--- src/rtl/gpu_mem_coalescer.sv ---
// Warp memory coalescer: merges per-lane byte addresses into one L1 line request per unique line.
// Optional COALESCE_STATS_EN adds saturating warp/line counters on stat_warps/stat_lines.
module gpu_mem_coalescer #(
  parameter int LANES     = 32,
  parameter int ADDR_W    = 32,
  parameter int LINE_LOG2 = 5,
  parameter int WARP_ID_W = 2
) (
  input  logic                        clk,
  input  logic                        rst,
  input  logic                        in_valid,
  output logic                        in_ready,
  input  logic [LANES*ADDR_W-1:0]     in_addr,
  input  logic [LANES-1:0]            in_mask,
  input  logic [WARP_ID_W-1:0]        in_warp,
  output logic                        req_valid,
  input  logic                        req_ready,
  output logic [ADDR_W-LINE_LOG2-1:0] req_line,
  output logic [LANES-1:0]            req_mask,
  output logic [WARP_ID_W-1:0]        req_warp,
  output logic                        done,
  output logic [WARP_ID_W-1:0]        done_warp,
  output logic [15:0]                 stat_warps,
  output logic [15:0]                 stat_lines
);

  localparam int LINE_W = ADDR_W - LINE_LOG2;
  localparam int IDX_W  = (LANES > 1) ? $clog2(LANES) : 1;

  typedef enum logic {IDLE, BUSY} state_t;

  state_t                 state_reg;
  logic [LINE_W-1:0]      line_reg [LANES];
  logic [LANES-1:0]       pending_reg;
  logic [WARP_ID_W-1:0]   warp_reg;
  logic                   done_reg;
  logic [WARP_ID_W-1:0]   done_warp_reg;

  logic                   busy;
  logic                   accept;
  logic                   xfer;
  logic [IDX_W-1:0]       leader_idx;
  logic [LINE_W-1:0]      leader_line;
  logic [LANES-1:0]       match_vec;
  logic [LANES-1:0]       pending_next;

  assign busy   = (state_reg == BUSY);
  assign accept = (state_reg == IDLE) && in_valid;
  assign xfer   = busy && req_ready;

  // Leader is the lowest pending lane; scanning downward lets the lowest index win.
  always_comb begin
    leader_idx = '0;
    for (int i = LANES - 1; i >= 0; i--) begin
      if (pending_reg[i]) leader_idx = IDX_W'(i);
    end
  end

  assign leader_line = line_reg[leader_idx];

  generate
    for (genvar gi = 0; gi < LANES; gi++) begin : g_lane
      // Only line bits are kept; the byte offset never influences grouping.
      always_ff @(posedge clk or negedge rst) begin
        if (!rst) begin
          line_reg[gi] <= '0;
        end else if (accept) begin
          line_reg[gi] <= in_addr[gi*ADDR_W+LINE_LOG2 +: LINE_W];
        end
      end

      assign match_vec[gi] = pending_reg[gi] && (line_reg[gi] == leader_line);
    end
  endgenerate

  assign pending_next = pending_reg & ~match_vec;

  always_ff @(posedge clk or negedge rst) begin
    if (!rst) begin
      state_reg     <= IDLE;
      pending_reg   <= '0;
      warp_reg      <= '0;
      done_reg      <= 1'b0;
      done_warp_reg <= '0;
    end else begin
      done_reg <= 1'b0;
      case (state_reg)
        IDLE: begin
          if (in_valid) begin
            pending_reg <= in_mask;
            warp_reg    <= in_warp;
            if (in_mask == '0) begin
              done_reg      <= 1'b1;
              done_warp_reg <= in_warp;
            end else begin
              state_reg <= BUSY;
            end
          end
        end
        BUSY: begin
          if (req_ready) begin
            pending_reg <= pending_next;
            if (pending_next == '0) begin
              done_reg      <= 1'b1;
              done_warp_reg <= warp_reg;
              state_reg     <= IDLE;
            end
          end
        end
        default: state_reg <= IDLE;
      endcase
    end
  end

  assign in_ready  = !busy;
  assign req_valid = busy;
  assign req_line  = busy ? leader_line : '0;
  assign req_mask  = busy ? match_vec : '0;
  assign req_warp  = busy ? warp_reg : '0;
  assign done      = done_reg;
  assign done_warp = done_warp_reg;

`ifdef COALESCE_STATS_EN
  logic [15:0] stat_warps_reg;
  logic [15:0] stat_lines_reg;

  always_ff @(posedge clk or negedge rst) begin
    if (!rst) begin
      stat_warps_reg <= '0;
      stat_lines_reg <= '0;
    end else begin
      if (done_reg && (stat_warps_reg != 16'hFFFF)) stat_warps_reg <= stat_warps_reg + 16'd1;
      if (xfer && (stat_lines_reg != 16'hFFFF))     stat_lines_reg <= stat_lines_reg + 16'd1;
    end
  end

  assign stat_warps = stat_warps_reg;
  assign stat_lines = stat_lines_reg;
`else
  assign stat_warps = '0;
  assign stat_lines = '0;
`endif

endmodule

--- config.mk ---
export PLATFORM = sky130hd
export DESIGN_NAME = gpu_mem_coalescer
export DESIGN_NICKNAME = d
export VERILOG_FILES = /design/src/rtl/gpu_mem_coalescer.sv
export SDC_FILE = /design/constraint.sdc
export NUM_CORES = 2
export LEC_CHECK = 0
export BUFFER_PORTS_ARGS = -buffer_cell sky130_fd_sc_hd__buf_4
export CAP_MARGIN = 20
export CORE_AREA = 2 2 449 451
export CTS_CLUSTER_DIAMETER = 120
export DETAILED_ROUTE_END_ITERATION = 12
export DIE_AREA = 0 0 451 453
export PLACE_DENSITY = 0.47
export SLEW_MARGIN = 40
export SYNTH_ARGS = -nofsm -noshare
export SYNTH_HDL_FRONTEND = slang
export SYNTH_SLANG_ARGS = --single-unit
--- constraint.sdc ---
create_clock -name clk -period 11.3 [get_ports clk]
set_input_delay 0.565 -clock clk [delete_from_list [all_inputs] [get_ports clk]]
set_output_delay 0.565 -clock clk [all_outputs]
set_load 0.005 [all_outputs]
# Word-level counts from Yosys, hierarchy flattened
# Index checks and enable logic that the tools add are counted.
# W data, S select, Z words.
# word_totals
reg_bits	902
inputBits	1062
output_inout_bits	98
wordCells	173
# op_classes
order_cmp	1
n_eq_ne	36
mux	56
bitwise_logic	4
reduce_logical	39
# op_table
cell	count
$eq A27 B27 Y1	32
$mux W5	32
$bmux W27 S5	1
$mux W32	3
$mux W27	3
$logic_not A32 Y1	2
$pmux W32 S2	1
$logic_and A1 B1 Y1	33
$and A32 B32 Y32	1
$not A32 Y32	1
$mux W2	5
$mux W1	8
$ge A6 B6 Y1 const B	1
$not A5 Y6	1
$ne A2 B1 Y1 const B	2
$ne A2 B2 Y1 const B	2
$pmux W1 S2	2
$pmux W2 S2	1
$reduce_and A2 Y1	2
$reduce_and A4 Y1	1
$logic_not A1 Y1	1
$not A1 Y1	1

# Longest topological paths before layout
# depth
depth_word	44
mapped_depth	24

# Worst setup path before layout
# No wires, ideal clock.
# synth_timing
path_type	reg2reg
from	register pending_reg[8]
to	register done_warp_reg[0], in the netlist done_warp[0]
setup_time_ns	0.128
arrival_time_ns	5.294
t_required_ns	11.172
setup_slack_ns	5.879
path_stages_with_launch	20
n_path_buf	4
period_less_slack_ns	5.421
path_cell_list	dfrtp_1 > buf_2 > or3_1 > nor3_4 > o221a_2 > buf_2 > clkbuf_1 > o21ai_0 > a32oi_1 > o211ai_1 > nor4_1 > nand2_1 > buf_4 > xnor2_1 > or4_1 > o41ai_1 > o2111ai_1 > nor4_1 > a31oi_1 > mux2_1
# synth_between
elab_chain_cells	20
# synth_lines
element	line	text
start, declared	34	logic [LANES-1:0] pending_reg;
start signal, assigned	90	pending_reg <= in_mask;
start signal, assigned	102	pending_reg <= pending_next;
$mux W5 (9 in series)	55	if (pending_reg[i]) leader_idx = IDX_W'(i);
$not A5 Y6 (implied by the code)	59	assign leader_line = line_reg[leader_idx];
$bmux W27 S5	59	
$mux W27 (implied by the code) (2 in series)	59	
$eq A27 B27 Y1	72	assign match_vec[gi] = pending_reg[gi] && (line_reg[gi] == leader_line);
$logic_and A1 B1 Y1	72	
$not A32 Y32	76	assign pending_next = pending_reg & ~match_vec;
$and A32 B32 Y32 (*)	76	
$logic_not A32 Y1 (*)	103	if (pending_next == '0) begin
$ne A2 B1 Y1 (no line) (*)	-	
$reduce_and A4 Y1 (no line) (*)	-	
end signal, assigned	94	done_warp_reg <= in_warp;
end signal, assigned	105	done_warp_reg <= warp_reg;
end, declared	37	logic [WARP_ID_W-1:0] done_warp_reg;
# Mark *: on every way between the ends. The rest lies on a longest branch, timed or not. The select of a mux whose other input is x is not followed.
# A chain may end at the register's enable or synchronous reset.

# Final worst setup path
# layout_timing
from	register pending_reg[10]
to	output req_mask[28]
# layout_between
elab_chain_cells	18
# layout_lines
element	line	text
$mux W5 (11 in series)	55	
$not A5 Y6 (implied by the code)	59	
$bmux W27 S5	59	
$mux W27 (implied by the code) (2 in series)	59	
$eq A27 B27 Y1	72	
$logic_and A1 B1 Y1	72	
$mux W32	118	assign req_mask = busy ? match_vec : '0;
end, declared	19	output logic [LANES-1:0] req_mask,
# Every way passes these cells. The select of a mux whose other input is x is not followed.

==> run metrics <==
status finished clean; CTS tree yes; Peak VDD IR approximately 0.13 mV; layout cell share with drive strength beyond 1 a little over a third; FF+latch count, synth 902; RSZ-0062 raised after global routing no; die area slightly above 200000 sq um; Final Hold Fails 0; Worst R2R Setup Slack 1.93 ns; Worst Path Arrival 8.98 ns; crit-path cells or4_1 > nor4_4 > nand3_2 > buf_4 > nor2_2 > nand2_1 > a21oi_1 > nor3_2 > nand3_4 > buf_4 > xor2_1 > nor4_1 > nand3_1 > nor4_1 > and3_1 > buf_4; fmax between 100 and 150 MHz; total global-route track usage 33.2%; CP Buf/Inv Count 3; Synth area leader dfrtp_1; I/O Buffers about 970; Post-CTS Setup Bufs 0; largest net degree at the start of global routing 155; final setup fails 0; Hold Buf Count CTS 731; Synth cell types 100; worst hold path type in2reg; Clock Power Share 40.8%; reg2reg end done_warp[0]; CTS Sinks 902; register area share after synthesis between 40% and 50%; Post-CTS Resized 0; worst slew pin tran 1.02 ns; area of the multi-input gates between 20000 and 30000 sq um; minimum clock period around 9.5 ns; CTS Root Cell clkbuf_16; Worst setup EP type output pin; TritonRoute pass-1 iters 7; Area Growth Syn to Fin 40.9%; Min-Delay Startpoint in_addr[725]; cell count after synthesis slightly below 5000; YS warnings 0; final worst-path cycle share approximately 84%; row cnt 164; CP delay by family, top simple AND/OR/NAND/NOR gates; Place WS roughly 2.4 ns; Rel. slew slack a little under a third; GR Util met1 40.9%; total power a little over 0.009 W; GR Util met3 7.36%; Reg2Reg Depth 18; Post-synth EDFFs 0; Slew Limit Fails 0; R2R Path Start pending_reg[10]; CTS HTree Levels 3; max reg flops around 860; Post-Syn Area per Cell roughly 11 sq um; DP HPWL 276 mm; first-pass GRT wire length 460 mm; CTS max path bufs 3; Nets between 7000 and 8000; Top Usage Layer GRT met2; Die W about 450 um; CP Depth 16; synth top area cells dfrtp_1 (42%), mux2_2 (18%), xor2_1 (9.1%); initial core utilization between 20 and 30%; area of the core ~200000 sq um; Clock Pin Slew Worst Setup and Hold Paths roughly 0.06 ns; M2 GR Usage 52.1%; Max FO, Critical Path 16; Switching Share 30.8%; Post-synth top flop dfrtp_1; grt total ovfl 0; 1st-iter DRT viols roughly 6000; Setup Skew 0.0623 ns; sw power ~0.0028 W; Fin Setup TNS 0 ns; vias in the first global route between 50000 and 60000; crit path kind reg2out; Critical path origin pending_reg[10]; DR vias between 50000 and 60000; Critical path destination req_mask[28]; fin cells 9281; most used cell along the critical path buf_4; Synth top area share between 40% and 50%; leakage power about 33 nW; DR vias/cell roughly 5.5; io pins approximately 1200; Post-synth ARST share 100%; sequential cell area 22600 sq um; Comb power frac between 10% and 20%; Fill cells between 15000 and 20000; Syn Std Cell Area 53900 sq um; antenna-violating nets left 0; Inst Count DP approximately 8300; drt wl/cell ~38 um; final setup margin around 1.8 ns; WL final 350 mm; # DRC 0; Slowest-stage cell, CP or4_1; sequential share of power 40.6%; Clock Latency Late Sink between 0.8 and 0.9 ns; WP data required around 11 ns; initial antenna violation count 28; gpl congestion between 1 and 1.5; Worst Setup Start Kind register; CTS Buf Count 108; max incr delay on CP 1.00 ns; die height 453 um; Cell Int Power 0.00634 W; number of max-cap violations 0; PwrDens around 120 nW/um^2
[synthesized netlist by cell type (11+ instances only)]
master and instances:
buf_4 79, a21o_1 13, nand3_1 171, a2111oi_0 26, or3_1 20, a22oi_1 49
a21boi_0 19, or4_1 28, buf_1 24, xnor2_1 217, o41ai_1 11, mux2i_1 147
a31oi_1 51, o2111ai_1 22, nor2_1 91, a311oi_1 12, nand2_1 230, a221o_1 16
nor4_1 140, nand4_1 123, mux2_2 873, o211ai_1 31, a21oi_1 94, dfrtp_1 902
xor2_1 562, clkbuf_1 187, o22ai_1 18, buf_6 13, nor3_1 80, o21ai_0 151
a221oi_1 27, buf_2 110, nor4_2 11, a32oi_1 31, and3_1 51, inv_1 39
a211oi_1 28
[layout by cell type (no fill, tap or decap), types with 46 or more instances in the layout]
| cell type | synthesis | layout |
|---|---|---|
| clkbuf_16 | 0 | 108 |
| mux2i_1 | 147 | 144 |
| nor2_1 | 91 | 87 |
| dlygate4sd3_1 | 0 | 731 |
| nand2_1 | 230 | 225 |
| nand3_1 | 171 | 163 |
| nand4_1 | 123 | 123 |
| buf_4 | 79 | 1117 |
| a31oi_1 | 51 | 46 |
| xor2_1 | 562 | 561 |
| a22oi_1 | 49 | 49 |
| nor3_1 | 80 | 76 |
| nor4_1 | 140 | 122 |
| dfrtp_1 | 902 | 901 |
| o21ai_0 | 151 | 149 |
| and3_1 | 51 | 50 |
| mux2_2 | 873 | 873 |
| xnor2_1 | 217 | 217 |
| a21oi_1 | 94 | 92 |
[how the worst min path moves through the flow]
stage | end | slack, ns | depth (start not counted)
2_1_floorplan | done | 0.27 | 0
5_1_grt | line_reg[544] | 0.01 | 2
3_5_place_dp | line_reg[847] | 0.49 | 1
3_3_place_gp | warp_reg[0] | 0.48 | 1
4_1_cts | line_reg[99] | 0.00003 | 2
6_report | line_reg[259] | 0.04 | 3
[tightest hold or removal path, delay by kind of cell]
kind | cells | cell delay, ns
simple gates | 1 | 0.06
buf+inv | 1 | 0.10
compound gates | 1 | 0.08
[per-layer routing]
layer / share of wire, % / vias up
met4: 7.9 / 14
met1: 39 / 26300
li1: - / 21300
met5: 0.027 / -
met3: 7.9 / 838
met2: 45 / 2931
[per-stage QoR]
stage,hold slack (ns),cell area (sq um),util (%)
floorplan,0.269,54000,-
global placement,0.483,64200,32.2
detailed placement,0.488,64600,32.4
CTS,0.0000306,75700,38.0
global route,0.0147,75900,38.1
finish,0.0425,75900,38.1
[final cells by class]
class	instances	share of cell area, %
clock inverters	55	0.900
flip-flops and latches	902	29.8
diodes	11	0.0363
multi-input cells	3586	39.2
inverters	39	0.193
repair buffers	1885	21.4
clock buffers	147	4.07
well taps	2656	4.38
[cells by family (layout without fill, tap and decap cells)]
| group | count (synthesis) | count (layout) | share of synthesized area [%] |
|---|---|---|---|
| flip-flops | 902 | 902 | 41.9 |
| XOR/XNOR | 779 | 779 | 12.7 |
| AND/OR/NAND/NOR | 1019 | 1019 | 10.3 |
| buffers and inverters | 452 | 2126 | 4.14 |
| multiplexers | 1026 | 1026 | 21.2 |
| AO/OA/AOI/OAI | 730 | 730 | 9.83 |
| other | 1 | 43 | 0.00696 |
[power by group through the flow]
stage / Clock, W / Sequential (W) / Combinational, W
floorplan: 0 / 0.00357 / 0.000687
global placement: 0 / 0.00377 / 0.00142
detailed placement: 0 / 0.00377 / 0.00145
CTS: 0.00381 / 0.00371 / 0.00166
global route: 0.00393 / 0.00372 / 0.00177
finish: 0.00373 / 0.00372 / 0.00170
(Power assumes the default switching activity.)
